===== config.mk =====
export PLATFORM = sky130hd
export DESIGN_NAME = bus_responder
export DESIGN_NICKNAME = d
export VERILOG_FILES = /design/src/rtl/bus_responder.sv
export SDC_FILE = /design/constraint.sdc
export NUM_CORES = 1
export LEC_CHECK = 0
export ABC_AREA = 1
export ABC_CLOCK_PERIOD_IN_PS = 2700
export BUFFER_PORTS_ARGS = -buffer_cell sky130_fd_sc_hd__buf_2
export CAP_MARGIN = 20
export CORE_MARGIN = 8
export CORE_UTILIZATION = 30
export DETAILED_ROUTE_END_ITERATION = 10
export PLACE_DENSITY = 0.41
export SKIP_LAST_GASP = 1
export SYNTH_ARGS = -nofsm -noshare
export SYNTH_HDL_FRONTEND = slang
export SYNTH_SLANG_ARGS = --single-unit

===== constraint.sdc =====
create_clock -name CLK -period 2.7 [get_ports CLK]
set_clock_uncertainty 0.2 [all_clocks]
set_input_delay 0.81 -clock CLK [delete_from_list [all_inputs] [get_ports CLK]]
set_output_delay 0.81 -clock CLK [all_outputs]
set_load 0.1 [all_outputs]

===== src/rtl/bus_responder.sv =====
// rtl/bus_responder.sv - windowed register-file bus slave with programmable RDY wait states
// Optional write-lock on reg[0] bit0 enabled by defining BUS_RESPONDER_LOCK_EN.
module bus_responder #(
    parameter logic [15:0] BASE_ADDR   = 16'hC000,
    parameter int          ADDR_W      = 4,
    parameter int          WAIT_STATES = 1,
    parameter logic [7:0]  RESET_VALUE = 8'h00
) (
    input  logic        CLK,
    input  logic        nRES,
    input  logic [15:0] ABus,
    input  logic        RnW,
    input  logic        CYC,
    input  logic [7:0]  DB_in,
    output logic [7:0]  DB_out,
    output logic        DB_oe,
    output logic        RDY,
    output logic        HIT,
    output logic        OVR
);

    localparam int         NREG = 1 << ADDR_W;
    localparam logic [3:0] WS   = 4'(WAIT_STATES);

    typedef enum logic [1:0] {
        S_IDLE,
        S_WAIT,
        S_DATA
    } state_t;

    state_t              state_q, state_d;
    logic [3:0]          cnt_q, cnt_d;
    logic                rdy_q, rdy_d;
    logic                oe_q, oe_d;
    logic [7:0]          dout_q, dout_d;
    logic                hit_q, hit_d;
    logic                ovr_q, ovr_d;
    logic [ADDR_W-1:0]   idx_q, idx_d;
    logic                rnw_q, rnw_d;
    logic [7:0]          wdata_q, wdata_d;
    logic [7:0]          regs_q [NREG];

    logic                addr_hit;
    logic [ADDR_W-1:0]   addr_idx;
    logic                do_commit;
    logic [ADDR_W-1:0]   c_idx;
    logic                c_rnw;
    logic [7:0]          c_data;
    logic                wr_locked;
    logic                wr_en;

    assign addr_hit = (ABus[15:ADDR_W] == BASE_ADDR[15:ADDR_W]);
    assign addr_idx = ABus[ADDR_W-1:0];

    always_comb begin
        state_d   = state_q;
        cnt_d     = cnt_q;
        rdy_d     = 1'b1;
        oe_d      = 1'b0;
        dout_d    = dout_q;
        hit_d     = hit_q;
        ovr_d     = ovr_q;
        idx_d     = idx_q;
        rnw_d     = rnw_q;
        wdata_d   = wdata_q;
        do_commit = 1'b0;
        c_idx     = idx_q;
        c_rnw     = rnw_q;
        c_data    = wdata_q;

        case (state_q)
            S_IDLE, S_DATA: begin
                if (CYC && addr_hit) begin
                    idx_d   = addr_idx;
                    rnw_d   = RnW;
                    wdata_d = DB_in;
                    hit_d   = 1'b1;
                    if (WS != 4'd0) begin
                        cnt_d   = WS;
                        rdy_d   = 1'b0;
                        state_d = S_WAIT;
                    end else begin
                        // Zero wait states: commit straight from the bus on the accepting edge.
                        state_d   = S_DATA;
                        do_commit = 1'b1;
                        c_idx     = addr_idx;
                        c_rnw     = RnW;
                        c_data    = DB_in;
                    end
                end else begin
                    if (CYC) begin
                        hit_d = 1'b0;
                    end
                    state_d = S_IDLE;
                end
            end
            S_WAIT: begin
                rdy_d = 1'b0;
                if (CYC) begin
                    ovr_d = 1'b1;
                end
                if (cnt_q <= 4'd1) begin
                    state_d   = S_DATA;
                    rdy_d     = 1'b1;
                    cnt_d     = 4'd0;
                    do_commit = 1'b1;
                end else begin
                    cnt_d = cnt_q - 4'd1;
                end
            end
            default: begin
                state_d = S_IDLE;
            end
        endcase

        if (do_commit && c_rnw) begin
            oe_d   = 1'b1;
            dout_d = regs_q[c_idx];
        end
    end

`ifdef BUS_RESPONDER_LOCK_EN
    assign wr_locked = regs_q[0][0] && (c_idx != '0);
`else
    assign wr_locked = 1'b0;
`endif

    assign wr_en = do_commit && !c_rnw && !wr_locked;

    always_ff @(posedge CLK or negedge nRES) begin
        if (!nRES) begin
            state_q <= S_IDLE;
            cnt_q   <= 4'd0;
            rdy_q   <= 1'b1;
            oe_q    <= 1'b0;
            dout_q  <= 8'h00;
            hit_q   <= 1'b0;
            ovr_q   <= 1'b0;
            idx_q   <= '0;
            rnw_q   <= 1'b1;
            wdata_q <= 8'h00;
        end else begin
            state_q <= state_d;
            cnt_q   <= cnt_d;
            rdy_q   <= rdy_d;
            oe_q    <= oe_d;
            dout_q  <= dout_d;
            hit_q   <= hit_d;
            ovr_q   <= ovr_d;
            idx_q   <= idx_d;
            rnw_q   <= rnw_d;
            wdata_q <= wdata_d;
        end
    end

    always_ff @(posedge CLK or negedge nRES) begin
        if (!nRES) begin
            for (int i = 0; i < NREG; i++) begin
                regs_q[i] <= RESET_VALUE;
            end
        end else if (wr_en) begin
            regs_q[c_idx] <= c_data;
        end
    end

    assign DB_out = dout_q;
    assign DB_oe  = oe_q;
    assign RDY    = rdy_q;
    assign HIT    = hit_q;
    assign OVR    = ovr_q;

endmodule


After elaboration in Yosys (flattened, before gate mapping)
Cells that the tools add are included.
Widths: inputs -> output; s select.
{ "totals": {"reg_bits": 159, "inputBits": 28, "out_inout_bits": 12, "word_cells": 68} }
{ "op_classes": {"n_addsub": 1, "order_cmp": 3, "n_eq_ne": 5, "n_mux": 19, "bitwise_logic": 1, "reduce_logical": 13} }
{ "op_table": {"columns": ["cell", "n"], "rows": [
  ["$bwmux 128", 1],
  ["$bmux 8 s4", 1],
  ["$demux 8 s4", 1],
  ["$mux 8", 3],
  ["$eq 12x12->1 const B", 1],
  ["$mux 4", 2],
  ["$pmux 4 s2", 1],
  ["$reduce_and 2->1", 4],
  ["$mux 1", 7],
  ["$ge 5x5->1 const B", 1],
  ["$lt 5x1->1 const B", 1],
  ["$not 4->5", 1],
  ["$le 4x1->1 const B", 1],
  ["$logic_and 1x1->1", 4],
  ["$ne 2x2->1 const B", 2],
  ["$pmux 2 s2", 1],
  ["$reduce_bool 2->1", 2],
  ["$sub 4x1->4 const B", 1],
  ["$eq 2x1->1 const B", 1],
  ["$eq 2x2->1 const B", 1],
  ["$logic_not 2->1", 1],
  ["$mux 2", 1],
  ["$pmux 1 s2", 1],
  ["$reduce_or 2->1", 1],
  ["$logic_not 1->1", 1]
]} }

Depth between registers and ports, before layout
{ "logic_depth": {"word_depth": 6, "mapped_depth": 11} }

Worst setup path after synthesis
Ideal clock, no wire load.
{ "synth_path": {"path_type": "in2reg", "start": "in ABus[13]", "end": "reg idx_q[1]", "setup_ps": 117, "arrival_ps": 1679, "t_required_ps": 2383, "setup_slack_ps": 704, "path_stages": 7, "path_buffers": 1, "cell_sequence": "nor2_1 nand3_1 nor2_1 nand2_1 clkbuf_1 nand2_1 nand2_1"} }
{ "synth_via": {"elab_chain_cells": 3} }
{ "synth_lines": {"columns": ["item", "line_no", "source"], "rows": [
  ["start: declaration", "11", "input logic [15:0] ABus,"],
  ["$eq 12x12->1", "52", "assign addr_hit = (ABus[15:ADDR_W] == BASE_ADDR[15:ADDR_W]);"],
  ["$logic_and 1x1->1", "73", "if (CYC && addr_hit) begin"],
  ["$reduce_and 2->1 (no line)", null, null],
  ["end signal: assignment", "150", "idx_q <= idx_d;"],
  ["end: declaration", "38", "logic [ADDR_W-1:0] idx_q, idx_d;"]
]} }
Every way passes these cells.
A chain may end at the register's enable or synchronous reset.

Worst setup path after layout
{ "layout_path": {"start": "reg rdy_q, in the netlist RDY", "end": "out RDY"} }
{ "layout_rtl": {"columns": ["item", "line_no", "source"], "rows": [
  ["start: declaration", "33", "logic rdy_q, rdy_d;"],
  ["start signal: assignment", "145", "rdy_q <= rdy_d;"],
  ["end: declaration", "17", "output logic RDY,"]
]} }
No word-level cell between the ends.

==> flow_metrics.py <==
metrics = {
    "synthesis": {
        "syn_nets": 962,
        "synthTopCellsByArea": "dfrtp_1 52%, nand2_1 22%, o21ai_1 3.9%",
        "ys_seq_area_frac": 0.5307,
        "async_flop_share": 1.000,
        "syn_area_mm2": 0.007502,
        "synth_top_area_frac": 0.5237,
        "ys_ff_latch": 159,
        "avgSynthCellArea_um2": 8.050,
        "synthFlopType": "dfrtp_1",
        "synth_edf_count": 0,
        "yosys_warnings": 0,
        "yosys.cell_types.count": 28,
        "synth_top_area_cell": "dfrtp_1",
        "netlist_instances": 932,
    },
    "sta": {
        "fmax_mhz": 420.8,
        "whs_ps": 75.53,
        "fin_tns_setup_ps": 0,
        "slew_headroom": 0.4446,
        "rsz0062_at_grt": "false",
        "finalHoldViolations": 0,
        "final.period_utilization": 0.8802,
        "finalMaxSlewViolations": 0,
        "finalSetupViolations": 0,
        "fin_crit_ps": 2377,
        "tightestPinTransition_ps": 832.1,
    },
    "detailed_routing": {
        "vias": 5918,
        "drcViolationCount": 0,
        "drtIter0Drc": 367,
        "ant_nets": 0,
        "wire_per_inst_um": 16.36,
        "dr.pass1.iters": 5,
        "totalWireLength_um": 21270,
        "vias_per_cell": 4.552,
    },
    "power": {
        "clkPwrFrac": 0.503,
        "internal_power_w": 0.003897,
        "switching_share": 0.2183,
        "ir_drop_v": 0.0002907,
        "pwr-share-seq": 0.478,
        "switching_power_w": 0.001088,
        "p_leak_nw": 4.257,
        "power.share.combinational": 0.019,
        "power_per_cell_area_mw_per_mm2": 580.4,
    },
    "cts": {
        "post_cts_buffers": 0,
        "cts_hold_buf": 0,
        "cts_resized": 0,
        "clock_latency_ps": 430,
        "cts.clk_slew.worst_paths_ps": 70,
        "cts_sinks": 159,
        "h-tree-depth": 4,
        "cts_tree": "yes",
        "cts_buffers": 17,
        "cts-root-buf": "clkbuf_16",
        "cts_buffer_depth": 2,
    },
    "outcome": {
        "outcome": "finished clean",
    },
    "die": {
        "core_area_mm2": 0.02489,
        "die_w_um": 174.1,
        "die_h_um": 174.1,
        "die_area_mm2": 0.03032,
        "rows": 58,
        "start_util": 0.3014,
        "ios": 40,
    },
    "worst_setup_path": {
        "cp-startpoint": "RDY$_DFF_PN1_",
        "worstPathArrival_ps": 1370,
        "worst-path-buf-inv": 1,
        "slowest_stage": "dfstp_2",
        "crit_type": "reg2out",
        "timing.rr.start": "cnt_q[0]$_DFFE_PN0P_",
        "critPathTopFamily": "flip-flops",
        "path_cells": "buf_2",
        "cp_slowest_stage_delay_ps": 520,
        "crit_required_ps": 1690,
        "crit_path_end_kind": "primary output",
        "cp-start-kind": "flop",
        "critPathMaxFanout": 1,
    },
    "cells_and_area": {
        "syn_to_final_growth_pct": 14.48,
        "antenna_cells": 0,
        "instances_no_fill": 1300,
        "layout-drive-gt1-share": 0.1361,
        "final_net_count": 987,
    },
    "grt": {
        "grt_start_max_net_pins": 49,
        "grt_pass1_vias": 5902,
        "antenna_found_initial": 0,
        "use_met1": 0.2005,
        "grt_usage": 0.1469,
        "grt.overflow.total": 0,
        "use_met3": 0.02473,
        "grt_pass1_wl_um": 34810,
        "grt_use_met2": 0.2340,
        "busiest_layer": "met2",
    },
    "hold_path": {
        "holdCritPathClass": "in2async",
    },
    "place": {
        "globalplace.congestion": 0.7856,
        "portBuffers": 39,
        "dp.cells": 1268,
        "dp_hpwl_um": 13830,
    },
    "run": {
        "drv_cap": 0,
    },
}
-- cell type report --
type | instances | area [µm²]
fill | 2646 | 16300
multi-input combinational | 698 | 3119
clock inverter | 12 | 158.9
clock buffer | 20 | 446.7
timing repair buffer | 58 | 381.6
inverter | 23 | 86.33
sequential | 159 | 3983
tap | 330 | 412.9
-- final timing paths --
path | slack (ps) | end | cells past startpoint
worst max-delay path | 320 | RDY | 1
worst min-delay path | 80 | regs_q[96]$_DFFE_PN0P_ | 1
worst max register to register | 430 | regs_q[6]$_DFFE_PN0P_ | 9
worst min register to register | 260 | OVR$_DFFE_PN0P_ | 1
max in group asynchronous | 1580 | DB_out[0]$_DFFE_PN0P_ | 2
min in group CLK | 260 | OVR$_DFFE_PN0P_ | 1
-- registers in the layout, indices dropped and copies added (netlist names), 2 cells and up --
signal and count:
DB_out 8, cnt_q 4, idx_q 4, regs_q 128, state_q 2, wdata_q 8
-- Yosys cell counts (2+ instances only) --
master,count
ha_1,2
buf_1,2
buf_6,10
nor2_2,4
clkbuf_1,18
nor2_1,47
nand4_1,8
o21ai_2,22
nand3_1,56
nand2_1,430
o22ai_1,2
o21ai_0,49
dfrtp_1,157
dfstp_2,2
buf_2,20
nand2_4,12
o21ai_1,59
inv_1,22
-- cell usage in the layout, fill, tap and decap left out, drive strengths merged --
master    instances
a31oi             1
dfrtp           157
a21o              1
inv              24
nor2             53
nand3            56
buf              58
xor2              1
nand2           442
nand4             8
clkbuf           20
ha                2
clkinvlp          2
bufinv            3
a21oi             1
o22ai             2
o21ai           130
dfstp             2
xnor2             1
clkinv            6
-- layer usage --
| layer | share of wire | vias to the layer above | routed length, µm |
|---|---|---|---|
| li1 | - | 3017 | - |
| met1 | 0.49 | 2812 | 10420 |
| met2 | 0.47 | 74 | 10000 |
| met3 | 0.026 | 15 | 551 |
| met4 | 0.013 | 0 | 286 |
| met5 | 0 | - | 0 |
-- stage by stage --
| step | util | cell area [µm²] | total power [W] | setup slack (ps) |
|---|---|---|---|---|
| finish | 0.3450 | 8588 | 0.004985 | 323.3 |
| global placement | 0.3207 | 7983 | 0.002528 | 429.4 |
| CTS | 0.3450 | 8588 | 0.005069 | 288.9 |
| floorplan | - | 7502 | 0.002439 | 703.9 |
| detailed placement | 0.3207 | 7983 | 0.002527 | 423.4 |
| global route | 0.3450 | 8588 | 0.005160 | 169.3 |
-- logic make-up (layout without fill, tap and decap cells) --
group / count (synthesis) / count (layout) / synth area share
AO/OA/AOI/OAI: 135 / 135 / 0.1019
XOR/XNOR: 2 / 2 / 0.002335
adder cells (fa/ha/maj): 2 / 2 / 0.003335
buffers and inverters: 75 / 113 / 0.05354
flip-flops: 159 / 159 / 0.5307
AND/OR/NAND/NOR: 559 / 559 / 0.3082
-- power by group through the flow --
| stage | clock network, W | logic (W) | registers [W] |
|---|---|---|---|
| after detailed placement | 0 | 0.0000991 | 0.00243 |
| final | 0.00251 | 0.0000939 | 0.00238 |
| after global routing | 0.00267 | 0.000109 | 0.00238 |
| after CTS | 0.00259 | 0.0000997 | 0.00238 |
| after global placement | 0 | 0.000100 | 0.00243 |
| after floorplan | 0 | 0.0000106 | 0.00243 |
No activity file was read; power rests on OpenSTA's default activity.
